## src/rtl/echo_tone_mapper_pkg.sv

```systemverilog
// Shared definitions for the theremin echo-to-tone mapper: widths, defaults,
// FSM encoding and the count-to-half-period mapping.
package echo_tone_mapper_pkg;

  localparam int unsigned CLK_HZ          = 50_000_000;
  localparam int unsigned CNT_W           = 32;
  localparam int unsigned HP_W            = 20;
  localparam int unsigned DEF_MIN_CNT     = 5800;
  localparam int unsigned DEF_MAX_CNT     = 145000;
  localparam int unsigned DEF_BASE_HP     = 25000;
  localparam int unsigned DEF_SHIFT       = 2;
  localparam int unsigned DEF_OOR_LIMIT   = 3;
  localparam int unsigned DEF_TIMEOUT     = 5_000_000;

  typedef enum logic {
    ST_MUTED   = 1'b0,
    ST_PLAYING = 1'b1
  } state_e;

  // Linear map avg -> half-period, computed at full width and saturated to
  // the tone counter range. Averages below min_cnt pin to base_hp.
  function automatic logic [HP_W-1:0] map_hp(input logic [CNT_W+1:0] avg,
                                             input logic [CNT_W+1:0] min_cnt,
                                             input logic [CNT_W+1:0] base_hp,
                                             input int unsigned      shift);
    logic [CNT_W+1:0] full;
    if (avg <= min_cnt) full = base_hp;
    else                full = base_hp + ((avg - min_cnt) >> shift);
    if (|full[CNT_W+1:HP_W]) return '1;
    else                     return full[HP_W-1:0];
  endfunction

endpackage

```

## src/rtl/echo_tone_mapper_tone_gen.sv

```systemverilog
// Square-wave generator: phase counter, half-period latch and output toggle.
// The half-period only changes on a toggle or an explicit load, so a new pitch
// never produces a shortened half-cycle.
module echo_tone_mapper_tone_gen
  import echo_tone_mapper_pkg::*;
#(
  parameter int unsigned BASE_HP = DEF_BASE_HP
) (
  input  logic            clk,
  input  logic            rst_n,
  input  logic            enable_i,
  input  logic            load_i,
  input  logic [HP_W-1:0] target_hp_i,
  output logic            audio_out_o,
  output logic [HP_W-1:0] half_period_o
);

  logic [HP_W-1:0] phase_q;
  logic [HP_W-1:0] half_q;
  logic            audio_q;

  // Phase counter, half-period latch and toggle; disable forces silence.
  always_ff @(posedge clk or negedge rst_n) begin
    if (!rst_n) begin
      phase_q <= '0;
      half_q  <= HP_W'(BASE_HP);
      audio_q <= 1'b0;
    end else if (!enable_i) begin
      phase_q <= '0;
      audio_q <= 1'b0;
    end else if (load_i) begin
      phase_q <= '0;
      half_q  <= target_hp_i;
      audio_q <= 1'b0;
    end else if (phase_q == half_q - HP_W'(1)) begin
      phase_q <= '0;
      half_q  <= target_hp_i;
      audio_q <= ~audio_q;
    end else begin
      phase_q <= phase_q + HP_W'(1);
    end
  end

  assign audio_out_o   = audio_q;
  assign half_period_o = half_q;

endmodule

```

## src/rtl/echo_tone_mapper.sv

```systemverilog
// Theremin echo-count mapper: range check, 4-tap moving average, linear map
// to a half-period, and mute control on out-of-range hands or sensor stall.
//
//  state      | meaning
//  ST_MUTED   | silent, waiting for the first in-range echo
//  ST_PLAYING | tone sounding, tracking the averaged echo count
module echo_tone_mapper
  import echo_tone_mapper_pkg::*;
#(
  parameter int unsigned MIN_CNT   = DEF_MIN_CNT,
  parameter int unsigned MAX_CNT   = DEF_MAX_CNT,
  parameter int unsigned BASE_HP   = DEF_BASE_HP,
  parameter int unsigned SHIFT     = DEF_SHIFT,
  parameter int unsigned OOR_LIMIT = DEF_OOR_LIMIT,
  parameter int unsigned TIMEOUT   = DEF_TIMEOUT
) (
  input  logic             clk,
  input  logic             rst_n,
  input  logic [CNT_W-1:0] echo_cnt_i,
  input  logic             cnt_valid_i,
  output logic             audio_out_o,
  output logic             note_active_o,
  output logic [HP_W-1:0]  half_period_o
);

  localparam int unsigned TO_W  = $clog2(TIMEOUT + 1);
  localparam int unsigned OOR_W = $clog2(OOR_LIMIT + 1);
  localparam logic [CNT_W+1:0] MIN_W  = (CNT_W+2)'(MIN_CNT);
  localparam logic [CNT_W+1:0] BASE_W = (CNT_W+2)'(BASE_HP);

  state_e                      state_q, state_d;
  logic [3:0][CNT_W-1:0]       tap_q, tap_d;
  logic [OOR_W-1:0]            oor_q, oor_d;
  logic [TO_W-1:0]             to_q, to_d;
  logic [CNT_W+1:0]            sum_q;
  logic [HP_W-1:0]             target_q;
  logic                        in_range;
  logic                        entry;
  logic [HP_W-1:0]             tone_target;

  assign in_range = cnt_valid_i
                    && (echo_cnt_i >= CNT_W'(MIN_CNT))
                    && (echo_cnt_i <= CNT_W'(MAX_CNT));

  // Next-state, window update and mute counters.
  always_comb begin
    state_d = state_q;
    tap_d   = tap_q;
    oor_d   = oor_q;
    to_d    = to_q;
    case (state_q)
      ST_MUTED: begin
        oor_d = '0;
        to_d  = '0;
        if (in_range) begin
          state_d = ST_PLAYING;
          for (int i = 0; i < 4; i++) tap_d[i] = echo_cnt_i;
        end
      end
      ST_PLAYING: begin
        if (cnt_valid_i) begin
          // A sample on the expiry cycle clears the stall timer: no mute.
          to_d = '0;
          if (in_range) begin
            tap_d = {tap_q[2:0], echo_cnt_i};
            oor_d = '0;
          end else if (oor_q == OOR_W'(OOR_LIMIT - 1)) begin
            state_d = ST_MUTED;
            oor_d   = '0;
          end else begin
            oor_d = oor_q + OOR_W'(1);
          end
        end else if (to_q == TO_W'(TIMEOUT - 1)) begin
          state_d = ST_MUTED;
          to_d    = '0;
          oor_d   = '0;
        end else begin
          to_d = to_q + TO_W'(1);
        end
      end
      default: state_d = ST_MUTED;
    endcase
  end

  // State, window and counter registers.
  always_ff @(posedge clk or negedge rst_n) begin
    if (!rst_n) begin
      state_q <= ST_MUTED;
      tap_q   <= '0;
      oor_q   <= '0;
      to_q    <= '0;
    end else begin
      state_q <= state_d;
      tap_q   <= tap_d;
      oor_q   <= oor_d;
      to_q    <= to_d;
    end
  end

  // Two-stage averaging pipeline: window sum, then mapped half-period.
  always_ff @(posedge clk or negedge rst_n) begin
    if (!rst_n) begin
      sum_q    <= '0;
      target_q <= HP_W'(BASE_HP);
    end else begin
      sum_q    <= {2'b00, tap_q[0]} + {2'b00, tap_q[1]}
                + {2'b00, tap_q[2]} + {2'b00, tap_q[3]};
      target_q <= map_hp(sum_q >> 2, MIN_W, BASE_W, SHIFT);
    end
  end

  // On entry the window is all one value, so its mapping is taken directly
  // from the accepted sample instead of the stale pipeline.
  assign entry       = (state_q == ST_MUTED) && (state_d == ST_PLAYING);
  assign tone_target = entry ? map_hp({2'b00, echo_cnt_i}, MIN_W, BASE_W, SHIFT)
                             : target_q;

  echo_tone_mapper_tone_gen #(
    .BASE_HP (BASE_HP)
  ) u_tone_gen (
    .clk           (clk),
    .rst_n         (rst_n),
    .enable_i      (state_d == ST_PLAYING),
    .load_i        (entry),
    .target_hp_i   (tone_target),
    .audio_out_o   (audio_out_o),
    .half_period_o (half_period_o)
  );

  assign note_active_o = (state_q == ST_PLAYING);

endmodule
```

## config.mk

```make
export PLATFORM = sky130hd
export DESIGN_NAME = echo_tone_mapper
export DESIGN_NICKNAME = d
export VERILOG_FILES = /design/src/rtl/echo_tone_mapper_pkg.sv /design/src/rtl/echo_tone_mapper_tone_gen.sv /design/src/rtl/echo_tone_mapper.sv
export SDC_FILE = /design/constraint.sdc
export NUM_CORES = 1
export LEC_CHECK = 0
export ABC_CLOCK_PERIOD_IN_PS = 4400
export CORE_MARGIN = 5
export CORE_UTILIZATION = 60
export DETAILED_ROUTE_END_ITERATION = 6
export PLACE_DENSITY_LB_ADDON = 0.08
export RECOVER_POWER = 50
export SYNTH_ARGS = -nofsm -noshare
export SYNTH_HDL_FRONTEND = slang
export SYNTH_HIERARCHICAL = 1
export SYNTH_SLANG_ARGS = --single-unit
```

## constraint.sdc

```tcl
create_clock -name clk -period 4.4 [get_ports clk]
set_input_delay 0.88 -clock clk [delete_from_list [all_inputs] [get_ports clk]]
set_output_delay 0.88 -clock clk [all_outputs]
set_load 0.03 [all_outputs]
```

==> impl_metrics.env <==
export IMPL_status="finished with violations"
export IMPL_violations="capacitance limit, slew limit"
export IMPL_async_flop_share=1.000
export IMPL_synthTopCellsByArea="dfrtp_1, fa_1, a21oi_1"
export IMPL_die_area_mm2=0.03098
export IMPL_die_h_um=176.0
export IMPL_track_usage=0.2698
export IMPL_port_buffers=56
export IMPL_final_cells=2299
export IMPL_hp_class="reg2reg"
export IMPL_ios=57
export IMPL_start_util=0.6119
export IMPL_finalCriticalPeriod_ns=4.210
export IMPL_drc=0
export IMPL_worstSetupPathType="reg2reg"
export IMPL_antenna_found_initial=0
export IMPL_ys_seq_area_frac=0.3747
export IMPL_synth_nets=1975
export IMPL_finalInstanceArea_mm2=0.01898
export IMPL_cap_violations=1
export IMPL_synth_most_common_cell="dfrtp_1"
export IMPL_place_hpwl_um=31420
export IMPL_clock_sinks=247
export IMPL_power_uw=5896
export IMPL_syn_avg_cell_area_um2=9.002
export IMPL_yosysUniqueCellTypes=80
export IMPL_ys_ff_latch=247
export IMPL_synthToLayoutAreaGrowth_pct=14.76
export IMPL_die_w_um=176.0
export IMPL_drtIter0Drc=1272
export IMPL_power_leakage_uw=0.008586
export IMPL_cts_tree="built"
export IMPL_num_vias=14070
export IMPL_insertion_delay_ns=0.57
export IMPL_synth_area_mm2=0.01654
export IMPL_cts_buffer_depth=3
export IMPL_tightest_slew_ns=2.577
export IMPL_row_count=60
export IMPL_fin_setup_tns_ns=0
export IMPL_crit_arrival_ns=4.65
export IMPL_drtPass1Iterations=6
export IMPL_layout_drive_gt1_share=0.1052
export IMPL_antenna_cells=0
export IMPL_wire_per_inst_um=18.41
export IMPL_crit_fanout=3
export IMPL_root_buffer="clkbuf_16"
export IMPL_numCtsBuffers=28
export IMPL_synth_area_leader_cell="dfrtp_1"
export IMPL_grt_max_degree=120
export IMPL_required_ns=4.84
export IMPL_place_inst=2248
export IMPL_final_hold_viol_count=0
export IMPL_ys_flop_type="dfrtp_1"
export IMPL_slew_headroom=-0.7180
export IMPL_fin_nets=2076
export IMPL_totalWireLength_um=42330
export IMPL_grt_ovfl_total=0
export IMPL_powerDensity_mw_per_mm2=310.7
export IMPL_min_period_over_period=0.9567
export IMPL_slew_violations=105
export IMPL_place_ws_ns=-0.2157
export IMPL_netlist_instances=1837
export IMPL_finClkSkew_ns=0.03046
export IMPL_worst_slack_ns=0.1904
export IMPL_synth_edf_count=0
export IMPL_end_kind="flop"
export IMPL_fill_cells=2151
export IMPL_worst_setup_path_start_kind="flop"
export IMPL_place_area_mm2=0.01801
export IMPL_peakVddDrop_v=0.0005127
export IMPL_netlist_top_cells_count="dfrtp_1, a21oi_1, nand2_1"
export IMPL_core_mm2=0.02703
export IMPL_clk_pin_slew_ns=0.06
export IMPL_fmax_mhz=237.6
export IMPL_final_antenna_net_count=0
export IMPL_grt_pass1_wl_um=69050
export IMPL_htreeDepth=1
export IMPL_globalplace_congestion=0.9375
export IMPL_setup_viol=0
export IMPL_via_per_inst=6.118
export IMPL_grt_pass1_vias=13670
export IMPL_synth_top_area_frac=0.3556
export IMPL_synth_warnings=6
==> routing by layer <==
| layer | GRT usage | up-vias | routed length, um |
|---|---|---|---|
| met5 | 0 | - | 0 |
| met4 | 0.08382 | 0 | 1384 |
| met3 | 0.03191 | 83 | 1973 |
| met2 | 0.4666 | 430 | 20890 |
| met1 | 0.3589 | 6784 | 18080 |
| li1 | - | 6768 | - |
==> registers in the layout, summed over array words and instances (netlist names) <==
name,flops
target_q,20
tap_q,128
u_tone_gen/half_period_o,20
u_tone_gen/phase_q,20
oor_q,2
sum_q,32
note_active_o,1
u_tone_gen/audio_out_o,1
to_q,23
==> layout by cell type (no fill, tap or decap), types with 19 or more instances in the layout <==
master / instances
a21oi_1: 175
a222oi_1: 20
and2_1: 20
and3_1: 25
buf_4: 106
clkbuf_16: 28
clkdlybuf4s50_1: 54
dfrtp_1: 234
fa_1: 62
ha_1: 39
inv_1: 48
nand2_1: 175
nand3_1: 65
nand4_1: 23
nor2_1: 123
nor2b_1: 57
nor3_1: 61
nor4_1: 19
o211ai_1: 34
o21ai_0: 173
xnor2_1: 94
xor2_1: 56
==> power breakdown <==
part	total, uW	internal, uW	switching [uW]	leakage (uW)
Clock	2450	1500	951	0.000480
Combinational	993	348	645	0.00479
Sequential	2450	2320	128	0.00331
Total	5900	4170	1720	0.00859
==> final timing paths <==
kind / end / from / slack, ns / cells after the start
worst max register to register: sum_q[31] / tap_q[3] / 0.19 / 14
max in group asynchronous: tap_q[101] / rst_n / 1.02 / 2
worst min register to register: tap_q[97] / tap_q[97] / 0.52 / 2
worst max-delay path: sum_q[31] / tap_q[3] / 0.19 / 14
worst min-delay path: tap_q[97] / tap_q[97] / 0.52 / 2
min in group asynchronous: to_q[10] / rst_n / 1.14 / 1
==> cell type report <==
class | count | area [um^2] | area share
inverters | 49 | 183.9 | 0.009692
clock buffers | 44 | 850.8 | 0.04483
multi-input cells | 1444 | 9773 | 0.5150
repair buffers | 168 | 1413 | 0.07444
clock inverters | 6 | 130.1 | 0.006857
well taps | 341 | 426.7 | 0.02248
flip-flops and latches | 247 | 6200 | 0.3267
==> stage by stage <==
step           hold WS [ns]    util
2_1_floorplan        0.4690       -
3_3_place_gp         0.4962  0.6665
3_5_place_dp         0.5102  0.6665
4_1_cts              0.3998  0.7028
5_1_grt              0.5471  0.7022
6_report             0.5189  0.7022
==> kinds of logic after synthesis <==
kind of cell,Yosys count,synth area share
compound gates,524,0.1916
xor+xnor,150,0.07945
fa+ha+maj,103,0.1070
buf+inv,146,0.03579
flops,247,0.3747
mux,25,0.01612
simple gates,642,0.1954
==> critical path, cell delays in order, from the launching register on <==
cell	delay, ns
dfrtp_1	0.41
fa_1	0.57
fa_1	0.43
ha_1	0.34
nor2b_2	0.17
o31a_1	0.26
o211a_1	0.26
o211ai_1	0.28
a31oi_1	0.19
a311oi_1	0.30
nor3_1	0.09
a21oi_1	0.21
o21ba_2	0.19
o21bai_1	0.08
xor2_1	0.32
==> timing repair <==
| action | in CTS | in global routing |
|---|---|---|
| resized for setup | 0 | 3 |
| hold buffers | 0 | 0 |
| buffers inserted | 0 | 1 |
| hold endpoints to repair | 0 | 0 |
| setup endpoints to repair | 0 | 4 |
Note: power is estimated with default switching activity, not from simulation.
